`src/rtl/cc_enc_parm_if.sv`:
```
// Stream bundle between the randomizer side and the convolutional encoder.
// master drives the input word stream and reload; slave is the encoder.
interface cc_enc_parm_if #(
  parameter int DATA_W = 8
);
  logic [DATA_W-1:0]   in_bits;
  logic                in_valid;
  logic                in_last;
  logic                in_ready;
  logic                reload;
  logic [2*DATA_W-1:0] out_bits;
  logic                out_valid;
  logic                out_last;

  modport master (
    output in_bits, in_valid, in_last, reload,
    input  in_ready, out_bits, out_valid, out_last
  );

  modport slave (
    input  in_bits, in_valid, in_last, reload,
    output in_ready, out_bits, out_valid, out_last
  );
endinterface

```
`src/rtl/cc_enc_parm.sv`:
```
// Rate-1/2, K=7 convolutional encoder (G1=171, G2=133 octal), DATA_W bits per
// clock, zero-tail terminated: one all-zero word is appended after each burst.
module cc_enc_parm #(
  parameter int DATA_W = 8
) (
  input  logic        clk,
  input  logic        reset,
  cc_enc_parm_if.slave bus
);

  typedef enum logic {DATA, TAIL} state_t;

  state_t              state;
  logic [5:0]          sreg_p1;
  logic [2*DATA_W-1:0] code_p1;
  logic                vld_p1;
  logic                last_p1;
  logic                ready_p1;

  logic [2*DATA_W+5:0] enc_data_p0;
  logic [2*DATA_W+5:0] enc_tail_p0;
  logic                take_p0;

  // Bit-serial encode of one word, unrolled; returns {next_state, coded_word}.
  function automatic logic [2*DATA_W+5:0] enc_word(input logic [5:0] s_in,
                                                   input logic [DATA_W-1:0] d);
    logic [5:0]          s;
    logic [2*DATA_W-1:0] code;
    s    = s_in;
    code = '0;
    for (int k = 0; k < DATA_W; k++) begin
      code[2*k]   = d[k] ^ s[0] ^ s[1] ^ s[2] ^ s[5];
      code[2*k+1] = d[k] ^ s[1] ^ s[2] ^ s[4] ^ s[5];
      s           = {s[4:0], d[k]};
    end
    return {s, code};
  endfunction

  // Stage p0: combinational encode of the incoming word and of the tail word
  assign enc_data_p0 = enc_word(sreg_p1, bus.in_bits);
  assign enc_tail_p0 = enc_word(sreg_p1, '0);
  assign take_p0     = bus.in_valid && ready_p1;

  // Stage p1: registered coded word, state and handshake
  always_ff @(posedge clk or posedge reset) begin
    if (reset) begin
      state    <= DATA;
      sreg_p1  <= '0;
      code_p1  <= '0;
      vld_p1   <= 1'b0;
      last_p1  <= 1'b0;
      ready_p1 <= 1'b1;
    end else if (bus.reload) begin
      state    <= DATA;
      sreg_p1  <= '0;
      vld_p1   <= 1'b0;
      last_p1  <= 1'b0;
      ready_p1 <= 1'b1;
    end else begin
      case (state)
        DATA: begin
          last_p1 <= 1'b0;
          if (take_p0) begin
            sreg_p1 <= enc_data_p0[2*DATA_W +: 6];
            code_p1 <= enc_data_p0[2*DATA_W-1:0];
            vld_p1  <= 1'b1;
            if (bus.in_last) begin
              state    <= TAIL;
              ready_p1 <= 1'b0;
            end
          end else begin
            vld_p1 <= 1'b0;
          end
        end
        TAIL: begin
          sreg_p1  <= enc_tail_p0[2*DATA_W +: 6];
          code_p1  <= enc_tail_p0[2*DATA_W-1:0];
          vld_p1   <= 1'b1;
          last_p1  <= 1'b1;
          state    <= DATA;
          ready_p1 <= 1'b1;
        end
        default: begin
          state    <= DATA;
          vld_p1   <= 1'b0;
          last_p1  <= 1'b0;
          ready_p1 <= 1'b1;
        end
      endcase
    end
  end

  assign bus.out_bits  = code_p1;
  assign bus.out_valid = vld_p1;
  assign bus.out_last  = last_p1;
  assign bus.in_ready  = ready_p1;

endmodule

```
`src/flat_wrapper.sv`:
```
// flat-port wrapper written by rule: the top's interface ports become plain ports
module cc_enc_parm_flat 
#(
  parameter int DATA_W = 8
)
  (clk, reset, bus_in_bits, bus_in_valid, bus_in_last, bus_reload, bus_in_ready, bus_out_bits, bus_out_valid, bus_out_last);
  cc_enc_parm_if #(.DATA_W(DATA_W)) bus_i ();
  input  logic clk;
  input  logic reset;
  input wire logic [$bits(bus_i.in_bits)-1:0] bus_in_bits;
  input wire logic [$bits(bus_i.in_valid)-1:0] bus_in_valid;
  input wire logic [$bits(bus_i.in_last)-1:0] bus_in_last;
  input wire logic [$bits(bus_i.reload)-1:0] bus_reload;
  output wire logic [$bits(bus_i.in_ready)-1:0] bus_in_ready;
  output wire logic [$bits(bus_i.out_bits)-1:0] bus_out_bits;
  output wire logic [$bits(bus_i.out_valid)-1:0] bus_out_valid;
  output wire logic [$bits(bus_i.out_last)-1:0] bus_out_last;
  assign bus_i.in_bits = bus_in_bits;
  assign bus_i.in_valid = bus_in_valid;
  assign bus_i.in_last = bus_in_last;
  assign bus_i.reload = bus_reload;
  assign bus_in_ready = bus_i.in_ready;
  assign bus_out_bits = bus_i.out_bits;
  assign bus_out_valid = bus_i.out_valid;
  assign bus_out_last = bus_i.out_last;
  cc_enc_parm #(.DATA_W(DATA_W)) u_core (.clk(clk), .reset(reset), .bus(bus_i));
endmodule
```
`config.mk`:
```
export PLATFORM = sky130hd
export DESIGN_NAME = cc_enc_parm_flat
export DESIGN_NICKNAME = d
export VERILOG_FILES = /design/src/rtl/cc_enc_parm_if.sv /design/src/rtl/cc_enc_parm.sv /design/src/flat_wrapper.sv
export SDC_FILE = /design/constraint.sdc
export NUM_CORES = 1
export LEC_CHECK = 0
export CAP_MARGIN = 20
export CELL_PAD_IN_SITES_DETAIL_PLACEMENT = 0
export CELL_PAD_IN_SITES_GLOBAL_PLACEMENT = 1
export CORE_ASPECT_RATIO = 0.5
export CORE_MARGIN = 2
export CORE_UTILIZATION = 40
export CTS_BUF_LIST = sky130_fd_sc_hd__clkbuf_16
export CTS_CLUSTER_SIZE = 10
export DETAILED_ROUTE_END_ITERATION = 12
export DONT_BUFFER_PORTS = 1
export PLACE_DENSITY_LB_ADDON = 0.1
export RECOVER_POWER = 50
export SLEW_MARGIN = 20
export SYNTH_ARGS = -nofsm -noshare
export SYNTH_HDL_FRONTEND = slang
export SYNTH_SLANG_ARGS = --single-unit
export TNS_END_PERCENT = 5
```
`constraint.sdc`:
```
create_clock -name clk -period 1.65 [get_ports clk]
set_input_delay 0.33 -clock clk [delete_from_list [all_inputs] [get_ports clk]]
set_output_delay 0.33 -clock clk [all_outputs]
set_load 0.02 [all_outputs]
```
After elaboration in Yosys (flattened, before gate mapping)
Cells that the tools add are included.
{ "totals": {"register_bits": 26, "latch_bits": 0, "ramBits": 0, "mem_bits_ro": 0, "in_bits": 13, "word_cells": 108, "n_memories": 0} }
{ "op_classes": {"n_addsub": 0, "n_mul": 0, "div_mod_pow": 0, "order_cmp": 0, "eq_ne": 3, "shift": 0, "mux": 18, "bitwise": 78, "reduce_logical": 3} }
{ "op_table": {"columns": ["op", "n"], "rows": [
  ["bitwise XOR 1 bit", 76],
  ["case mux 16 bit (2 select lines)", 1],
  ["2-to-1 mux 16 bit", 1],
  ["2-to-1 mux 6 bit", 2],
  ["case mux 6 bit (2 select lines)", 1],
  ["2-to-1 mux 1 bit", 9],
  ["case mux 1 bit (2 select lines)", 4],
  ["AND reduction 2 bit", 2],
  ["!= test 3 x 2 -> 1 bit (second input constant)", 1],
  ["!= test 3 bit (second input constant)", 1],
  ["!= test 2 x 1 -> 1 bit (second input constant)", 1],
  ["NOT 1 bit", 2],
  ["logical AND 1 bit", 1]
]} }

Logic depth before layout (Yosys ltp)
{ "logic_depth": {"word_depth": 6, "ltp_mapped": 7, "ltp_nobuf": 5} }

Least setup slack after synthesis
OpenSTA, ideal clock, no wires.
{ "synth_path": {"path_kind": "flip-flop to flip-flop", "start": "reg u_core.ready_p1 (netlist: u_core.bus.in_ready)", "end": "reg u_core.code_p1[9] (netlist: u_core.bus.out_bits[9])", "arrival_time_ps": 1441, "path_slack_ps": 85, "path_stages_with_launch": 8, "synth_period_minus_slack_ps": 1565, "path_cell_list": "dfstp_2 > buf_2 > a21oi_1 > or2_1 > clkbuf_1 > buf_2 > nand2_1 > o21ai_1"} }
{ "synth_between": {"elab_chain_len": 3} }
{ "synth_lines": {"columns": ["element", "line", "source"], "rows": [
  ["start: declaration", "cc_enc_parm.sv:18", "logic ready_p1;"],
  ["start signal: assignment", "cc_enc_parm.sv:52", "ready_p1 <= 1'b1;"],
  ["start signal: assignment", "cc_enc_parm.sv:58", "ready_p1 <= 1'b1;"],
  ["start signal: assignment", "cc_enc_parm.sv:69", "ready_p1 <= 1'b0;"],
  ["logical AND 1 bit", "cc_enc_parm.sv:42", "assign take_p0 = bus.in_valid && ready_p1;"],
  ["!= test 2 x 1 -> 1 bit (no line)", null, null],
  ["AND reduction 2 bit (no line)", null, null],
  ["end signal: assignment", "cc_enc_parm.sv:65", "code_p1 <= enc_data_p0[2*DATA_W-1:0];"],
  ["end signal: assignment", "cc_enc_parm.sv:77", "code_p1 <= enc_tail_p0[2*DATA_W-1:0];"],
  ["end: declaration", "cc_enc_parm.sv:15", "logic [2*DATA_W-1:0] code_p1;"]
]} }
Every way passes these cells.
A chain may end at the register's enable or synchronous reset.

Final worst setup path
{ "layout_path": {"start": "reg u_core.state", "end": "reg u_core.code_p1[4] (netlist: u_core.bus.out_bits[4])"} }
{ "layout_between": {"elab_chain_len": 3, "word_cells_on_any_way": 4, "cone_classes": "1 x eq/ne; 1 x mux; 1 x bitwise; 1 x reduce/logical"} }
{ "layout_lines": {"columns": ["element", "line", "source"], "rows": [
  ["start: declaration", "cc_enc_parm.sv:13", "state_t state;"],
  ["start signal: assignment", "cc_enc_parm.sv:47", "state <= DATA;"],
  ["start signal: assignment", "cc_enc_parm.sv:54", "state <= DATA;"],
  ["start signal: assignment", "cc_enc_parm.sv:68", "state <= TAIL;"],
  ["NOT 1 bit", null, null],
  ["!= test 2 x 1 -> 1 bit (no line)", null, null],
  ["AND reduction 2 bit (no line)", null, null]
]} }
Several ways; a longest one is shown, not always the timed one.

==> results.cfg <==
[clock_network]
clk_pin_slew_ps = 70
cts.sinks = 26
h-tree-depth = 1
ctsLongestPathBuffers = 2
post-cts-setup-buffer-count = 0
ctsHoldBuffers = 0
clk_latency_ps = 260
cts_buffers = 3
cts_tree = built
cts_resized = 0
root_buffer = clkbuf_16

[critical_path]
cp.required_ps = 1800
r2r-start = u_core.state
crit_cells = 5
start_kind = register
cp_top_family = flip-flops
endpoint_kind = register
cp_cell_sequence = buf_4 > nor2b_1 > mux2i_1 > xnor2_1 > o21ai_1
slowest_delay_ps = 440
r2r_cells = 5
startpoint = u_core.state
critPathMaxFanout = 10
crit_slowest_cell = dfrtp_1
path_buf_inv = 1
path_class = reg2reg
timing.reg2reg.setup_slack_ps = 240
arrival_ps = 1560

[cells_and_area]
final_cells = 202
n_fill_cell = 360
area_growth_pct = 11.1
nets = 165
antennaDiodeCount = 0
drive_gt1_share_pct = 9.27

[sta]
fin_setup_tns_ps = 0
fin_crit_ps = 1410
timing.final.crit_share_pct = 85.5
maxSlewViolCount = 0
max_freq_mhz = 709
hold_violations = 0
worst_slew_pin_slew_ps = 1380
clock_skew_ps = 2.30
maxSlewHeadroom_pct = 7.76
whs_ps = 125
rsz0062_at_grt = no
setup_violations = 0

[die]
rows = 15
start_util_pct = 41.8
ios = 32
die_w_um = 88.5
die_area_um2 = 4090
die_y_um = 46.2
coreArea_um2 = 3420

[grt]
grt_pass1_vias = 966
grt_first_pass_wirelength_um = 4860
grtUsageTotal_pct = 16.4
gr-total-overflow = 0
antenna_found_initial = 0
grt_max_degree = 27

[power_and_ir_drop]
p_seq_share_pct = 51.4
ir_worst_vdd_uv = 408
power_leakage_nw = 0.683
p_sw_mw = 0.642
powerDensity_nw_per_um2 = 1200
swShare_pct = 33.6
combPwrFrac_pct = 20.0
clockPowerShare_pct = 28.7
power.internal_mw = 1.27

[synth]
ys_types = 24
ys_ff_latch = 26
postSynthCellCount = 150
synthTopCellsByArea = dfrtp_1, xnor2_1, nand2_1
avgSynthCellArea_um2 = 9.51
yosys.area.top_type = dfrtp_1
syn_nets = 163
synth.top_cell.area_share_pct = 43.9
syn_area_um2 = 1430
ys_seq_area_share_pct = 45.7
ys_warn_count = 0

[drt]
drt_wl_total_um = 2920
vias = 948
drc = 0
viasPerCell = 4.69
firstDrtPassIters = 3
route.antenna.remaining_nets = 0
avgRoutedWirePerCell_um = 14.4
drtIter0Drc = 25

[placed_design]
hpwl_um = 2230
dp.cells = 198
finalWeightedCongestion = 0.715
port_buffers = 0

[worst_hold_path]
min_path_type = in2reg
whs_path_depth = 1
holdCritStartpoint = bus_reload

[run_status]
outcome = completed

[flow_run]
max_cap_viol_count = 0
==> placed cells by master (no fill, tap or decap) <==
cell       count
a21oi_1        9
nand2_1       22
nor3b_1        1
nor3_1         1
nand3_1        6
o21ai_0        2
inv_1          4
xnor2_2        4
clkbuf_1       1
or3_1          2
buf_4          4
clkbuf_16      3
xnor2_1       24
mux2i_1        5
or2_1          3
inv_2          1
dfrtp_1       25
a21o_1         1
dfstp_2        1
nor4_1         1
xor2_1         6
buf_12         1
a31oi_1        2
o21ai_1       12
nor2b_1        3
nor2_1         7
==> worst reg2reg max path, cell delays in order, from the launching register on <==
cell and delay, ps:
dfrtp_1 440, buf_4 200, nor2b_1 220, mux2i_1 140, xnor2_1 230, o21ai_1 80
==> synth_stat cells, drive strengths merged <==
cell and instances:
xnor2 28, dfrtp 25, nand2 22, o21ai 14, a21oi 9, nor2 7, nand3 6, xor2 6
clkbuf 5, mux2i 5, buf 4, inv 4, nor2b 3, or2 3, a31oi 2, or3 2
a21o 1, dfstp 1, nor3 1, nor3b 1, nor4 1
==> per-stage QoR <==
| step | setup WS (ps) | instance area [um^2] | power [mW] | util, % |
|---|---|---|---|---|
| global route | 66.8 | 1580 | 2.04 | 46.4 |
| finish | 240 | 1580 | 1.91 | 46.4 |
| detailed placement | 251 | 1510 | 1.38 | 44.2 |
| global placement | 257 | 1510 | 1.38 | 44.2 |
| CTS | 244 | 1590 | 1.93 | 46.5 |
| floorplan | 85.0 | 1430 | 1.30 | - |
==> state kept, by name, summed over array words and instances, names as in the netlist <==
signal and count:
u_core.bus.in_ready 1, u_core.bus.out_bits 16, u_core.bus.out_last 1, u_core.bus.out_valid 1, u_core.sreg_p1 6, u_core.state 1
==> final cells by class <==
type | count | area, um^2 | share of cell area, %
Timing Repair Buffer | 6 | 53.8 | 3.40
Clock inverter | 1 | 3.75 | 0.237
Inverter | 4 | 15.0 | 0.948
Tap cell | 51 | 63.8 | 4.03
Clock buffer | 3 | 75.1 | 4.74
Sequential cell | 26 | 652 | 41.2
Multi-Input combinational cell | 111 | 721 | 45.5
==> path summary, 6_finish.rpt <==
check                                         endpoint
worst max-delay path            u_core.bus.out_bits[4]
worst min-delay path               u_core.bus.out_last
worst max register to register  u_core.bus.out_bits[4]
worst min register to register       u_core.sreg_p1[5]
max in group asynchronous            u_core.sreg_p1[1]
min in group asynchronous       u_core.bus.out_bits[9]
==> power groups by stage <==
stage | registers (mW) | clock network [mW] | logic (mW)
floorplan | 0.969 | 0 | 0.327
global placement | 0.995 | 0 | 0.387
detailed placement | 0.995 | 0 | 0.388
CTS | 0.983 | 0.557 | 0.389
global route | 1.00 | 0.599 | 0.436
finish | 0.980 | 0.547 | 0.381
==> logic make-up (layout without fill, tap and decap cells) <==
family                    after synthesis  after routing  synth area share [%]
and+or+nand+nor                        46             46                  14.6
DFF                                    26             26                  45.7
buffers and inverters                  13             14                  3.77
muxes                                   5              5                  3.51
AOI/OAI and AO/OA                      26             26                  9.47
xor gates and xnor gates               34             34                  23.0
==> per-layer routing <==
layer | wire [um] | up-vias | GRT usage (%) | share of wire, %
li1 | - | 489 | - | -
met2 | 1140 | 22 | 23.3 | 39
met5 | 0 | - | 0 | 0
met3 | 163 | 2 | 6.45 | 5.6
met1 | 1600 | 435 | 23.7 | 55
met4 | 8 | 0 | 2.73 | 0.27
No activity file was read; power rests on OpenSTA's default activity.
